<file path="src/rtl/dir_cmd_arbiter.sv">
// dir_cmd_arbiter
// Merges keypad scanner and PS2 keyboard inputs into one ordered stream of
// 2-bit Pacman direction commands (0=UP, 1=DOWN, 2=LEFT, 3=RIGHT).
// Each source: rising-level event detect -> decode -> one-entry pending slot.
// The pending slots are arbitrated round-robin into a DEPTH-entry FIFO, and
// the FIFO is popped through a valid/ready handshake.
//
// Ports:
//   clk, rst              clock, asynchronous active-low reset
//   key_code, key_ready   keypad scanner code and level-valid
//   ps2_byte, ps2_ready   PS2 receiver byte and level-valid
//   dir_out, dir_valid    FIFO head direction and non-empty flag
//   dir_ready             consumer pop strobe
//   last_dir              last popped direction
//   fifo_count            FIFO occupancy
//   overflow, clr_ovf     sticky pending-overwrite flag and its clear
//
// Build option:
//   DIR_FILTER_EN  drop a pending direction equal to the last pushed one.

module dir_cmd_arbiter #(
   parameter int unsigned DEPTH    = 4,
   parameter logic [4:0]  KP_UP    = 5'h01,
   parameter logic [4:0]  KP_DOWN  = 5'h09,
   parameter logic [4:0]  KP_LEFT  = 5'h04,
   parameter logic [4:0]  KP_RIGHT = 5'h06
) (
   input  logic                     clk,
   input  logic                     rst,
   input  logic [4:0]               key_code,
   input  logic                     key_ready,
   input  logic [7:0]               ps2_byte,
   input  logic                     ps2_ready,
   output logic [1:0]               dir_out,
   output logic                     dir_valid,
   input  logic                     dir_ready,
   output logic [1:0]               last_dir,
   output logic [$clog2(DEPTH):0]   fifo_count,
   output logic                     overflow,
   input  logic                     clr_ovf
);

   localparam int unsigned PW = $clog2(DEPTH);
   localparam int unsigned CW = PW + 1;

   localparam logic [1:0] DIR_UP    = 2'd0;
   localparam logic [1:0] DIR_DOWN  = 2'd1;
   localparam logic [1:0] DIR_LEFT  = 2'd2;
   localparam logic [1:0] DIR_RIGHT = 2'd3;

   typedef enum logic [1:0] {
      PS_IDLE = 2'd0,
      PS_EXT  = 2'd1,
      PS_BRK  = 2'd2
   } ps_state_t;

   // Edge detect: an event needs a low sample since reset, so a level
   // already high when reset releases produces nothing.
   logic kp_seen_low, ps_seen_low;
   logic kp_evt_c, ps_evt_c;

   assign kp_evt_c = key_ready & kp_seen_low;
   assign ps_evt_c = ps2_ready & ps_seen_low;

   // Keypad code decode
   logic       kp_hit_c;
   logic [1:0] kp_dir_c;

   always_comb begin
      kp_hit_c = 1'b1;
      kp_dir_c = DIR_UP;
      if (key_code == KP_UP)         kp_dir_c = DIR_UP;
      else if (key_code == KP_DOWN)  kp_dir_c = DIR_DOWN;
      else if (key_code == KP_LEFT)  kp_dir_c = DIR_LEFT;
      else if (key_code == KP_RIGHT) kp_dir_c = DIR_RIGHT;
      else                           kp_hit_c = 1'b0;
   end

   // PS2 scan-code decoder: state register
   ps_state_t ps_state, ps_state_n;

   always_ff @(posedge clk or negedge rst) begin
      if (!rst) ps_state <= PS_IDLE;
      else      ps_state <= ps_state_n;
   end

   // PS2 scan-code decoder: next state and emitted direction
   logic       ps_hit_c;
   logic [1:0] ps_dir_c;

   always_comb begin
      ps_state_n = ps_state;
      ps_hit_c   = 1'b0;
      ps_dir_c   = DIR_UP;
      if (ps_evt_c) begin
         case (ps_state)
            PS_IDLE: begin
               case (ps2_byte)
                  8'hE0:   ps_state_n = PS_EXT;
                  8'hF0:   ps_state_n = PS_BRK;
                  8'h1D:   begin ps_hit_c = 1'b1; ps_dir_c = DIR_UP;    end
                  8'h1B:   begin ps_hit_c = 1'b1; ps_dir_c = DIR_DOWN;  end
                  8'h1C:   begin ps_hit_c = 1'b1; ps_dir_c = DIR_LEFT;  end
                  8'h23:   begin ps_hit_c = 1'b1; ps_dir_c = DIR_RIGHT; end
                  default: ps_state_n = PS_IDLE;
               endcase
            end
            PS_EXT: begin
               ps_state_n = PS_IDLE;
               case (ps2_byte)
                  8'hF0:   ps_state_n = PS_BRK;
                  8'h75:   begin ps_hit_c = 1'b1; ps_dir_c = DIR_UP;    end
                  8'h72:   begin ps_hit_c = 1'b1; ps_dir_c = DIR_DOWN;  end
                  8'h6B:   begin ps_hit_c = 1'b1; ps_dir_c = DIR_LEFT;  end
                  8'h74:   begin ps_hit_c = 1'b1; ps_dir_c = DIR_RIGHT; end
                  default: ps_state_n = PS_IDLE;
               endcase
            end
            PS_BRK:  ps_state_n = PS_IDLE;
            default: ps_state_n = PS_IDLE;
         endcase
      end
   end

   // Event stage: level history and the decoded direction of this event
   logic       kp_new_v, ps_new_v;
   logic [1:0] kp_new_d, ps_new_d;

   always_ff @(posedge clk or negedge rst) begin
      if (!rst) begin
         kp_seen_low <= 1'b0;
         ps_seen_low <= 1'b0;
         kp_new_v    <= 1'b0;
         kp_new_d    <= DIR_UP;
         ps_new_v    <= 1'b0;
         ps_new_d    <= DIR_UP;
      end else begin
         kp_seen_low <= ~key_ready;
         ps_seen_low <= ~ps2_ready;
         kp_new_v    <= kp_evt_c & kp_hit_c;
         kp_new_d    <= kp_dir_c;
         ps_new_v    <= ps_hit_c;
         ps_new_d    <= ps_dir_c;
      end
   end

   // Arbitration between the two pending slots
   logic       kp_pend_v, ps_pend_v;
   logic [1:0] kp_pend_d, ps_pend_d;
   logic       rr_ps2;
   logic       pop_c, space_c, any_c, sel_ps2_c, drop_c;
   logic       grant_c, push_c, kp_grant_c, ps_grant_c;
   logic [1:0] sel_dir_c;

   assign pop_c      = dir_valid & dir_ready;
   assign space_c    = (fifo_count != CW'(DEPTH)) | pop_c;
   assign any_c      = kp_pend_v | ps_pend_v;
   assign sel_ps2_c  = ps_pend_v & (~kp_pend_v | rr_ps2);
   assign sel_dir_c  = sel_ps2_c ? ps_pend_d : kp_pend_d;
   assign grant_c    = any_c & (space_c | drop_c);
   assign push_c     = grant_c & ~drop_c;
   assign kp_grant_c = grant_c & ~sel_ps2_c;
   assign ps_grant_c = grant_c & sel_ps2_c;

`ifdef DIR_FILTER_EN
   // Repeat filter: reference is the last direction actually pushed
   logic       last_push_v;
   logic [1:0] last_push_d;

   assign drop_c = last_push_v & (sel_dir_c == last_push_d);

   always_ff @(posedge clk or negedge rst) begin
      if (!rst) begin
         last_push_v <= 1'b0;
         last_push_d <= DIR_UP;
      end else if (push_c) begin
         last_push_v <= 1'b1;
         last_push_d <= sel_dir_c;
      end
   end
`else
   assign drop_c = 1'b0;
`endif

   // Pending slots, round-robin pointer and sticky overflow
   logic ovf_set_c;

   assign ovf_set_c = (kp_new_v & kp_pend_v & ~kp_grant_c) |
                      (ps_new_v & ps_pend_v & ~ps_grant_c);

   always_ff @(posedge clk or negedge rst) begin
      if (!rst) begin
         kp_pend_v <= 1'b0;
         kp_pend_d <= DIR_UP;
         ps_pend_v <= 1'b0;
         ps_pend_d <= DIR_UP;
         rr_ps2    <= 1'b0;
         overflow  <= 1'b0;
      end else begin
         if (kp_new_v) begin
            kp_pend_v <= 1'b1;
            kp_pend_d <= kp_new_d;
         end else if (kp_grant_c) begin
            kp_pend_v <= 1'b0;
         end
         if (ps_new_v) begin
            ps_pend_v <= 1'b1;
            ps_pend_d <= ps_new_d;
         end else if (ps_grant_c) begin
            ps_pend_v <= 1'b0;
         end
         // Pointer only moves after a grant that had a real contender
         if (grant_c & kp_pend_v & ps_pend_v) rr_ps2 <= ~rr_ps2;
         if (ovf_set_c)    overflow <= 1'b1;
         else if (clr_ovf) overflow <= 1'b0;
      end
   end

   // FIFO storage and next-head selection
   logic [1:0]    mem [DEPTH];
   logic [PW-1:0] wr_ptr, rd_ptr, rd_ptr_p1_c;
   logic [CW-1:0] count_n_c;
   logic [1:0]    head_n_c;

   assign rd_ptr_p1_c = PW'(rd_ptr + 1'b1);
   assign count_n_c   = fifo_count + CW'(push_c) - CW'(pop_c);

   // dir_out is registered, so the new head is computed one edge early
   always_comb begin
      head_n_c = dir_out;
      if (pop_c) begin
         if (fifo_count == CW'(1)) begin
            if (push_c) head_n_c = sel_dir_c;
         end else begin
            head_n_c = mem[rd_ptr_p1_c];
         end
      end else if (push_c && (fifo_count == CW'(0))) begin
         head_n_c = sel_dir_c;
      end
   end

   always_ff @(posedge clk) begin
      if (push_c) mem[wr_ptr] <= sel_dir_c;
   end

   always_ff @(posedge clk or negedge rst) begin
      if (!rst) begin
         wr_ptr     <= '0;
         rd_ptr     <= '0;
         fifo_count <= '0;
         dir_valid  <= 1'b0;
         dir_out    <= DIR_UP;
         last_dir   <= DIR_UP;
      end else begin
         if (push_c) wr_ptr <= PW'(wr_ptr + 1'b1);
         if (pop_c) begin
            rd_ptr   <= rd_ptr_p1_c;
            last_dir <= dir_out;
         end
         fifo_count <= count_n_c;
         dir_valid  <= (count_n_c != CW'(0));
         dir_out    <= head_n_c;
      end
   end

endmodule
</file>
<file path="config.mk">
export PLATFORM = sky130hd
export DESIGN_NAME = dir_cmd_arbiter
export DESIGN_NICKNAME = d
export VERILOG_FILES = /design/src/rtl/dir_cmd_arbiter.sv
export SDC_FILE = /design/constraint.sdc
export NUM_CORES = 1
export LEC_CHECK = 0
export ABC_AREA = 0
export BUFFER_PORTS_ARGS = -buffer_cell sky130_fd_sc_hd__buf_2
export CORE_MARGIN = 1
export CORE_UTILIZATION = 55
export CTS_BUF_LIST = sky130_fd_sc_hd__clkbuf_16
export DETAILED_ROUTE_END_ITERATION = 8
export PLACE_DENSITY = 0.75
export SLEW_MARGIN = 5
export SYNTH_ARGS = -nofsm -noshare
export SYNTH_HDL_FRONTEND = slang
export SYNTH_SLANG_ARGS = --single-unit
</file>
<file path="constraint.sdc">
create_clock -name clk -period 3.1 [get_ports clk]
set_input_delay 0.155 -clock clk [delete_from_list [all_inputs] [get_ports clk]]
set_output_delay 0.155 -clock clk [all_outputs]
set_load 0.01 [all_outputs]
</file>
==> run metrics, run 1 <==
Overflow after GRT 0; worst-path fanout max 10; switching power total 427 uW; drt wl/cell 12.9 um; initial antenna violation count 0; clk_skew roughly 2.4 ps; Final HPWL DP approximately 2.3 mm; Post-Synthesis Net Count 174; fin crit share 0.755; drt first pass iters 4; Final ANT Viol Nets 0; maximum vdd drop 0.000322 V; Post-Syn Area 1760 sq um; Ys Warns 0; vias in the first global route 1240; Internal 1.07 mW; Worst Path Required 3240 ps; Clock Tree Buf Depth 2; crit-path most repeated cell nand2_1; Final Hold Fails 0; Worst-path clk slew 50 ps; RD Place Congestion roughly 0.85; nets 209; Worst-Margin Slew 651 ps; Die W 58.6 um; sw frac 0.285; CTS tree yes; Post-Route WL between 2 and 3 mm; startpoint types flip-flop; fin cells 229; Logic pwr share 0.244; Die Area 3440 sq um; Hold Path Class primary input to flip-flop; sequential share of the synthesized area 0.562; Slowest Stage Delay on Critical Path 520 ps; RSZ-0062 raised after global routing false; via count about 1200; worst hold endpoint ps_seen_low$_DFF_PN0_; # port buffers 27; relative slew slack 0.566; worst path cell trace nand2_2 > a31oi_1 > nand2_1 > nand2_1 > ha_1 > fa_1 > or3_1; Netlist cell types 38; status finished, final reports clean; clock power share 0.304; layout filler cell count 223; overall power 1.50 mW; Skew-Pair Late Insertion Delay ~270 ps; Worst R2R Start dir_valid$_DFF_PN0_; number of I/O pins 28; mean post-synth cell area 11.8 sq um; Buf/Inv on CP 0; Arr. time, crit path between 2000 and 2500 ps; global-route wire length before repair 4.98 mm; number of diodes 0; minimum clock period 2340 ps; Crit Path Class flip-flop to flip-flop; post-CTS sizing 0; die height about 59 um; Area Overhead vs Synth 19.1%; max-cap viol count 0; GRT Util Overall 0.196; Clock Sinks 38; sequential power share 0.451; Slowest-stage cell, CP a31oi_1; leakage dissipation 0.947 nW; row count 20; largest net degree at the start of global routing 31; hold slack 36.0 ps; Power per Cell Area 713 nW/um^2; CP endpoint kind flip-flop; clock root buffer clkbuf_16; layout cells sized above 1 0.259; Max Transition Viols Final 0; DR DRC count 0; Core ar. 3050 sq um; Max Fclk 427 MHz; critical hold path startpoint ps2_ready; # setup viols final 0; First DRT Iteration DRCs 50; Starting Density 0.578; DR vias/cell about 5.4; post-synthesis register bit count 38; Placed Cells incl. Taps 220; Hold Path Depth 2; CP top delay family simple AND/OR/NAND/NOR gates; CTS H-tree depth 2; RR Endpoint dir_valid$_DFF_PN0_; TNS Setup 0 ps; Syn Inst Count around 150; CTS Buf Count 5; reg-to-reg slack, setup around 760 ps; reg2reg path depth 7
-- worst max path at each step --
stage / slack (ps) / endpoint / depth (start not counted) / start
after floorplan: 900 / dir_valid$_DFF_PN0_ / 9 / dir_valid$_DFF_PN0_
after global placement: 850 / dir_valid$_DFF_PN0_ / 7 / dir_valid$_DFF_PN0_
after detailed placement: 760 / dir_valid$_DFF_PN0_ / 7 / dir_valid$_DFF_PN0_
after CTS: 740 / dir_valid$_DFF_PN0_ / 7 / dir_valid$_DFF_PN0_
after global routing: 560 / dir_valid$_DFF_PN0_ / 7 / dir_valid$_DFF_PN0_
final: 760 / dir_valid$_DFF_PN0_ / 7 / dir_valid$_DFF_PN0_
-- cell usage after synthesis (all sizes together) --
cell	instances	area, sq um
a211oi	1	7.51
and2	4	25.0
nor2b	4	25.0
nor4b	1	8.76
nor3	5	25.0
xor2	1	8.76
and3	1	6.26
nor4	2	12.5
nand4b	1	8.76
o21ai	7	35.0
o31a	1	8.76
or2	3	18.8
a221o	1	10.0
nor2	9	33.8
mux2	8	90.1
nand3	7	35.0
nand2	11	43.8
a22o	2	17.5
a21boi	1	7.51
nand4	2	12.5
mux4	2	45.0
dfrtp	30	751
and4bb	1	12.5
ha	5	62.6
edfxtp	8	240
xnor2	5	43.8
or3	1	6.26
nand3b	1	7.51
a41oi	1	8.76
nor3b	4	30.0
nand2b	5	31.3
a31oi	3	18.8
inv	6	22.5
fa	1	20.0
a21oi	2	10.0
a22oi	1	7.51
o22ai	1	6.26
-- logic make-up after synthesis --
kind of cell	after synthesis	synth area share
AOI/OAI and AO/OA	21	0.0780
xor gates and xnor gates	6	0.0298
adders and majority gates	6	0.0468
buffers and inverters	6	0.0128
DFF	38	0.562
muxes	10	0.0766
and+or+nand+nor	62	0.194
-- routing by layer --
layer | GRT usage | share of wire
met1 | 0.216 | 0.43
met2 | 0.366 | 0.53
met3 | 0.0440 | 0.035
met4 | 0.0782 | 0.011
met5 | 0 | 0
-- power by group through the flow --
stage / Clock (mW) / Combinational (mW) / Sequential, mW
after global routing: 0.483 / 0.421 / 0.687
final: 0.456 / 0.366 / 0.677
after global placement: 0 / 0.357 / 0.677
after detailed placement: 0 / 0.369 / 0.685
after CTS: 0.469 / 0.372 / 0.676
after floorplan: 0 / 0.231 / 0.693
-- state kept, by name, indices dropped and copies added (netlist names), 2 cells and up --
signal,cells
mem,8
fifo_count,3
dir_out,2
kp_new_d,2
kp_pend_d,2
last_dir,2
ps_new_d,2
ps_pend_d,2
ps_state,2
rd_ptr,2
wr_ptr,2
-- layout make-up --
cell class	count	area, sq um	area share
Sequential cell	38	991	0.471
Clock inverter	3	12.5	0.00595
Inverter	6	22.5	0.0107
Multi-Input combinational cell	105	751	0.357
Tap cell	44	55.1	0.0262
Timing Repair Buffer	28	145	0.0690
Clock buffer	5	125	0.0595
-- layout by cell type, fill, tap and decap left out, types with 2 or more instances in the layout --
cell / Yosys / layout
dfrtp_1: 30 / 30
buf_2: 0 / 27
nand2_1: 10 / 10
nor2_1: 9 / 9
mux2_2: 8 / 8
edfxtp_1: 8 / 8
inv_1: 6 / 7
o21ai_0: 7 / 7
nand3_1: 7 / 7
nand2b_1: 5 / 5
xnor2_1: 5 / 5
nor3_1: 5 / 5
ha_1: 5 / 5
clkbuf_16: 0 / 5
nor2b_1: 4 / 4
nor3b_1: 4 / 4
and2_1: 4 / 4
a31oi_1: 3 / 3
or2_2: 3 / 3
nand4_1: 2 / 2
nor4_1: 2 / 2
a21oi_1: 2 / 2
mux4_2: 2 / 2
a22o_1: 2 / 2
-- per-stage QoR --
stage,util,setup WS [ps],area (sq um)
floorplan,-,902,1760
global placement,0.640,851,1950
detailed placement,0.640,757,1950
CTS,0.689,740,2100
global route,0.689,558,2100
finish,0.689,759,2100
-- what timing repair did --
item / in CTS / in global routing
setup endpoints to repair: 0 / 0
endpoints found under the hold margin: 30 / 0
buffers inserted: 0 / 0
hold buffers: 1 / 0
No activity file was read; power rests on OpenSTA's default activity.
==> run 2: changes to the inputs <==
- ABC_AREA: 0 -> 1
- CORE_UTILIZATION: 55 -> 51
- PLACE_DENSITY: 0.75 -> 0.72
- clock period: 3.1 -> 2 ns (I/O delays scaled with it)
==> run 2 against run 1 <==
- count of clock-buffer cells in the layout stayed put
- core utilization is 4.8 points lower
- sequential share of layout area is 5.1 points lower
- global-route usage is 0.65 points lower
- non-clock buffer count is 4 higher
- register-to-register slack worse by 600 ps
- final area is 12% higher
- clock power is 60% higher
- clock skew is 2.4 ps higher
- flip-flop and latch count stayed put
- die area is 20% higher
==> run metrics, run 2 <==
vias in the first global route 1468 (was 1240); post-synthesis register bit count 38 (unchanged); Worst Path Required 2170 ps (was 3240 ps); Worst R2R Start fifo_count[0]$_DFF_PN0_ (was dir_valid$_DFF_PN0_); main flop type after synthesis dfrtp_1 (unchanged); reg2reg path depth 10 (was 7); Arr. time, crit path 2010 ps (was 2480 ps); Final ANT Viol Nets 0 (unchanged); worst path cell trace nor2_2 > nand3_2 > nand3_1 > nand2_1 > ha_1 > fa_2 > xor2_1 > xor2_1 > inv_1 > nand2_1 (was nand2_2 > a31oi_1 > nand2_1 > nand2_1 > ha_1 > fa_1 > or3_1); most common cell after layout, fill and taps aside nand2_1 (was dfrtp_1); Slowest-stage cell, CP dfrtp_1 (was a31oi_1); top-count cell post-synth nand2_1 (was dfrtp_1); critical hold path startpoint key_code[1] (was ps2_ready); status finished, final reports clean (unchanged); clk_skew 4.83 ps (was 2.41 ps); layout filler cell count 331 (was 223); layout cells sized above 1 0.233 (was 0.259); Core Util, Final 0.640 (was 0.689); Hold Path Class primary input to flip-flop (unchanged); worst-path fanout max 4 (was 10); Overflow after GRT 0 (unchanged); Hold Path Depth 2 (unchanged); most frequent cells in the layout nand2_1 (55), inv_1 (37), dfrtp_1 (29) (was dfrtp_1 (30), buf_2 (27), nand2_1 (10)); Post-Route WL 3.28 mm (was 2.96 mm); Starting Density 0.537 (was 0.578); drt wl/cell 10.3 um (was 12.9 um); Crit Path Class flip-flop to flip-flop (unchanged); nets 294 (was 209); overall power 2.79 mW (was 1.50 mW); drt first pass iters 4 (unchanged); global-route wire length before repair 6.00 mm (was 4.98 mm); CP endpoint kind flip-flop (unchanged); Clock Tree Buf Depth 2 (unchanged); biggest regs mem: 8 flops, fifo_count: 3 flops (unchanged); via count 1539 (was 1229); relative slew slack 0.560 (was 0.566); Skew-Pair Late Insertion Delay 280 ps (was 270 ps); Worst-path clk slew 50 ps (about the same); Post-Synthesis Net Count 256 (was 174); Post-Syn Area 1980 sq um (was 1760 sq um); CP top delay family adder cells (was simple AND/OR/NAND/NOR gates); DR DRC count 0 (unchanged); Power per Cell Area 1180 nW/um^2 (was 713 nW/um^2); Slowest Stage Delay on Critical Path 410 ps (was 520 ps); Synth area leaders dfrtp_1 (38%), edfxtp_1 (12%), nand2_1 (10%), inv_1 (6.8%), nor2_1 (5.3%) (was dfrtp_1 (43%), edfxtp_1 (14%), mux2_2 (5.1%), ha_1 (3.5%), mux4_2 (2.6%)); max FFs per register 8 (unchanged); max-cap viol count 0 (unchanged); Netlist cell types 31 (was 38); multi-input logic area 842 sq um (was 751 sq um); Ys Warns 0 (unchanged); Buf/Inv on CP 1 (was 0); CTS H-tree depth 2 (unchanged); reg-to-reg slack, setup 160 ps (was 760 ps); top cells by count, synth nand2_1 (55), inv_1 (36), dfrtp_1 (30), nor2_1 (28), nand3_1 (12) (was dfrtp_1 (30), nand2_1 (10), nor2_1 (9), edfxtp_1 (8), mux2_2 (8)); number of I/O pins 28 (unchanged); Die Area 4130 sq um (was 3440 sq um); die height 64.3 um (was 58.6 um); leakage dissipation 1.23 nW (was 0.947 nW); Largest Register mem (unchanged); sequential share of the synthesized area 0.501 (was 0.562); Post-synth EDFFs 8 (unchanged); fin crit share 0.921 (was 0.755); top-area cell type share of the netlist area 0.379 (was 0.426); Max Fclk 543 MHz (was 427 MHz); Die W 64.3 um (was 58.6 um); worst hold endpoint kp_new_d[0]$_DFF_PN0_ (was ps_seen_low$_DFF_PN0_); DR vias/cell 4.84 (was 5.37); Clock Sinks 38 (unchanged); initial antenna violation count 0 (unchanged); CTS Buf Count 5 (unchanged); CTS tree yes (unchanged); maximum vdd drop 0.000526 V (was 0.000322 V); Final HPWL DP 2.45 mm (was 2.32 mm); clock root buffer clkbuf_16 (unchanged); Final Hold Fails 0 (unchanged); RR Endpoint dir_valid$_DFF_PN0_ (unchanged); largest net degree at the start of global routing 31 (unchanged); Core ar. 3690 sq um (was 3050 sq um); GRT Util Overall 0.190 (was 0.196); minimum clock period 1840 ps (was 2340 ps); FF+latch area 992 sq um (was 991 sq um); RD Place Congestion 0.800 (was 0.848); Worst-Margin Slew 660 ps (was 651 ps); area leader, netlist dfrtp_1 (unchanged); post-synthesis async set-or-reset flop share 0.789 (unchanged); # port buffers 27 (unchanged); startpoint types flip-flop (unchanged); RSZ-0062 raised after global routing false (unchanged); Placed Area 2160 sq um (was 1950 sq um); Syn Inst Count 231 (was 149); TNS Setup 0 ps (unchanged); Max Transition Viols Final 0 (unchanged); cell area after layout 2360 sq um (was 2100 sq um); # setup viols final 0 (unchanged); number of diodes 0 (unchanged); First DRT Iteration DRCs 88 (was 50); row count 22 (was 20); Area Overhead vs Synth 19.3% (was 19.1%); mean post-synth cell area 8.57 sq um (was 11.8 sq um)
==> run 2: cell types whose count changed in the layout (fill, tap and decap cells not counted), moves of 5 or more <==
cell,change
nor2_2,+6
a21oi_1,+5
nand2b_1,-5
inv_1,+30
mux2_2,-6
nand2_1,+45
nor2_1,+18
==> run 2: what timing repair did <==
action	4_1_cts	5_1_grt
hold buffers	3	0
endpoints found under the setup margin	0	1
buffers inserted	0	2
resized for setup	0	5
hold endpoints to repair	32	0
==> run 2: logic make-up after synthesis <==
kind of cell,count (synthesis),synth area share
AO/OA/AOI/OAI,25,0.0860
XOR/XNOR,5,0.0221
adder cells (fa/ha/maj),6,0.0417
buffers and inverters,41,0.0815
flip-flops,38,0.501
multiplexers,2,0.0114
AND/OR/NAND/NOR,114,0.257
==> run 2: worst max-delay path by stage <==
stage | startpoint | end | depth (start not counted) | slack (ps)
after floorplan | dir_valid$_DFF_PN0_ | dir_valid$_DFF_PN0_ | 10 | 160
after global placement | dir_valid$_DFF_PN0_ | dir_valid$_DFF_PN0_ | 10 | 140
after detailed placement | dir_valid$_DFF_PN0_ | dir_valid$_DFF_PN0_ | 10 | 110
after CTS | dir_valid$_DFF_PN0_ | dir_valid$_DFF_PN0_ | 10 | 90
after global routing | fifo_count[0]$_DFF_PN0_ | dir_valid$_DFF_PN0_ | 10 | 8
final | fifo_count[0]$_DFF_PN0_ | dir_valid$_DFF_PN0_ | 10 | 160
==> run 2: routing by layer <==
layer  part of all wire  global-route usage  wire length [um]
met5                  0                   0                 0
met2               0.49               0.317              1600
met1               0.46               0.229              1500
met3              0.041              0.0554               135
met4              0.012              0.0750                40
==> run 2: cell type report <==
| cell class | count | share of cell area |
|---|---|---|
| Tap cell | 48 | 0.0254 |
| Multi-Input combinational cell | 152 | 0.356 |
| Clock buffer | 5 | 0.0530 |
| Inverter | 40 | 0.0636 |
| Clock inverter | 3 | 0.00530 |
| Timing Repair Buffer | 32 | 0.0763 |
| Sequential cell | 38 | 0.420 |
==> run 2: power by group <==
| part | switching, mW | internal, mW |
|---|---|---|
| Sequential | 0.156 | 0.982 |
| Combinational | 0.552 | 0.372 |
| Clock | 0.279 | 0.450 |
| Total | 0.988 | 1.80 |
==> run 2: through the flow <==
stage	hold WS, ps	cells	setup WS (ps)
2_1_floorplan	-196	231	160
3_3_place_gp	174	305	135
3_5_place_dp	176	305	112
4_1_cts	57.5	316	94.9
5_1_grt	79.9	318	8.29
6_report	60.7	318	159
==> run 2: worst register-to-register path: cells and delay by family, from the launching register on <==
family / cells / cell delay (ps)
flip-flops: 1 / 410
AND/OR/NAND/NOR: 5 / 410
buffers and inverters: 1 / 60
XOR/XNOR: 2 / 330
adder cells (fa/ha/maj): 2 / 530
==> run 3: changes to the inputs <==
- RECOVER_POWER: not set -> 25
==> run 3 against run 2 <==
- core utilization decreased by 0.24 points
- count of clock-buffer cells in the layout unchanged
- critical path type unchanged
- setup slack got worse by 26 ps
- register-to-register slack got worse by 30 ps
- clock power about the same
- combinational power decreased by 1%
- via count unchanged
- final area decreased by 0.37%
- global-route usage unchanged
- first-iteration DRC count increased by 1.1%
- routed wire length increased by 0.34%
- total power decreased by 0.32%
==> run metrics, run 3 (same netlist as run 2, synthesis figures left out) <==
fin crit share 0.933 (was 0.921); status finished, final reports clean (unchanged); startpoint types flip-flop (unchanged); Slowest Stage Delay on Critical Path 400 ps (was 410 ps); CTS H-tree depth 2 (unchanged); Logic pwr share 0.328 (was 0.331); nets 294 (unchanged); worst-path fanout max 7 (was 4); drt first pass iters 4 (unchanged); via count 1539 (unchanged); fin cells 318 (unchanged); Slowest-stage cell, CP dfrtp_1 (unchanged); Placed Cells incl. Taps 305 (unchanged); Worst-Margin Slew 735 ps (was 660 ps); hold slack 60.7 ps (about the same); RSZ-0062 raised after global routing false (unchanged); Die W 64.3 um (unchanged); Core ar. 3690 sq um (unchanged); Worst R2R Start dir_valid$_DFF_PN0_ (was fifo_count[0]$_DFF_PN0_); die height 64.3 um (unchanged); Die Area 4130 sq um (unchanged); clk_skew 4.83 ps (unchanged); reg2reg path depth 10 (unchanged); RD Place Congestion 0.800 (unchanged); Top Usage Layer GRT met2 (unchanged); initial antenna violation count 0 (unchanged); Worst Path Required 2170 ps (about the same); CP endpoint kind flip-flop (unchanged); clock power share 0.262 (was 0.261); Hold Path Class primary input to flip-flop (unchanged); overall power 2.78 mW (was 2.79 mW); max-cap viol count 0 (unchanged); Max Fclk 536 MHz (was 543 MHz); leakage dissipation 1.21 nW (was 1.23 nW); Final HPWL DP 2.45 mm (unchanged); number of I/O pins 28 (unchanged); relative slew slack 0.510 (was 0.560); Clock Tree Buf Depth 2 (unchanged); largest net degree at the start of global routing 31 (unchanged); Skew-Pair Late Insertion Delay 280 ps (about the same); met3 Use GR 0.0554 (unchanged); sequential power share 0.410 (was 0.408); CTS tree yes (unchanged); Internal 1.79 mW (was 1.80 mW); DR vias/cell 4.84 (unchanged); critical hold path startpoint key_code[1] (unchanged); number of diodes 0 (unchanged); Final ANT Viol Nets 0 (unchanged); Overflow after GRT 0 (unchanged); TNS Setup 0 ps (unchanged); Hold Path Depth 2 (unchanged); Clock Sinks 38 (unchanged); CP top delay family adder cells (unchanged); # setup viols final 0 (unchanged); vias in the first global route 1468 (unchanged); Max Transition Viols Final 0 (unchanged); max FFs per register 8 (unchanged); clock root buffer clkbuf_16 (unchanged); Worst-path clk slew 50 ps (about the same); minimum clock period 1870 ps (was 1840 ps); First DRT Iteration DRCs 89 (was 88); biggest regs mem: 8 flops, fifo_count: 3 flops (unchanged); Final Hold Fails 0 (unchanged); Area Overhead vs Synth 18.9% (was 19.3%); maximum vdd drop 0.000525 V (was 0.000526 V); DR DRC count 0 (unchanged); grt met2 use 0.317 (unchanged); layout cells sized above 1 0.204 (was 0.233); reg-to-reg slack, setup 130 ps (was 160 ps); Arr. time, crit path 2040 ps (was 2010 ps); row count 22 (unchanged); WP depth 10 (unchanged); # port buffers 27 (unchanged); Buf/Inv on CP 2 (was 1); RR Endpoint dir_valid$_DFF_PN0_ (unchanged); Post-Route WL 3.29 mm (was 3.28 mm); drt wl/cell 10.4 um (was 10.3 um); switching power total 990 uW (was 988 uW); GRT Util Overall 0.190 (unchanged); global-route wire length before repair 6.00 mm (unchanged); Largest Register mem (unchanged); Power per Cell Area 1180 nW/um^2 (about the same); Starting Density 0.537 (unchanged); sw frac 0.356 (was 0.354); worst path cell trace nand2_4 > inv_1 > nand3_2 > nand2_1 > ha_1 > fa_2 > xor2_1 > xor2_1 > inv_1 > nand2_1 (was nor2_2 > nand3_2 > nand3_1 > nand2_1 > ha_1 > fa_2 > xor2_1 > xor2_1 > inv_1 > nand2_1); worst hold endpoint kp_new_d[0]$_DFF_PN0_ (unchanged); most frequent cells in the layout nand2_1 (55), inv_1 (38), dfrtp_1 (29) (was nand2_1 (55), inv_1 (37), dfrtp_1 (29)); CTS Buf Count 5 (unchanged); Crit Path Class flip-flop to flip-flop (unchanged); grt met1 use 0.229 (unchanged); most common cell after layout, fill and taps aside nand2_1 (unchanged)
## run 3: timing repair
item	in CTS	in global routing
setup endpoints to repair	0	1
gates resized for setup	0	5
hold buffers	3	0
setup buffers	0	2
hold endpoints to repair	32	0
## run 3: metal layers
metal | up-vias | part of all wire
met5 | - | 0
met4 | 0 | 0.012
met3 | 6 | 0.042
met2 | 26 | 0.48
met1 | 701 | 0.46
li1 | 806 | -
## run 3: how the worst max path moves through the flow
stage | slack [ps] | start | endpoint
3_5_place_dp | 110 | dir_valid$_DFF_PN0_ | dir_valid$_DFF_PN0_
2_1_floorplan | 160 | dir_valid$_DFF_PN0_ | dir_valid$_DFF_PN0_
3_3_place_gp | 140 | dir_valid$_DFF_PN0_ | dir_valid$_DFF_PN0_
5_1_grt | 8 | fifo_count[0]$_DFF_PN0_ | dir_valid$_DFF_PN0_
6_report | 130 | dir_valid$_DFF_PN0_ | dir_valid$_DFF_PN0_
4_1_cts | 90 | dir_valid$_DFF_PN0_ | dir_valid$_DFF_PN0_
## run 3: layout make-up
cell class	count	area (sq um)
clock buffers	5	125
clock inverters	3	12.5
fillers	337	1340
inverters	40	150
multi-input cells	152	842
flip-flops and latches	38	992
well taps	48	60.1
repair buffers	32	171
## run 3: metrics by stage
stage | util | setup slack (ps) | instance area [sq um]
6_report | 0.638 | 133 | 2350
5_1_grt | 0.638 | 8.30 | 2350
4_1_cts | 0.632 | 94.9 | 2330
3_5_place_dp | 0.586 | 112 | 2160
3_3_place_gp | 0.586 | 135 | 2160
2_1_floorplan | - | 160 | 1980
## run 3: power groups by stage
stage	Clock, mW	Combinational (mW)	Sequential, mW
after floorplan	0	0.649	1.15
after global placement	0	0.866	1.14
after detailed placement	0	0.878	1.15
after CTS	0.746	0.888	1.13
after global routing	0.785	1.07	1.16
final	0.729	0.914	1.14
## run 3: worst register-to-register path, stage by stage (launching register included)
cell	delay (ps)
dfrtp_1	400
nand2_4	110
inv_1	120
nand3_2	110
nand2_1	60
ha_1	190
fa_2	340
xor2_1	160
xor2_1	170
inv_1	60
nand2_1	40
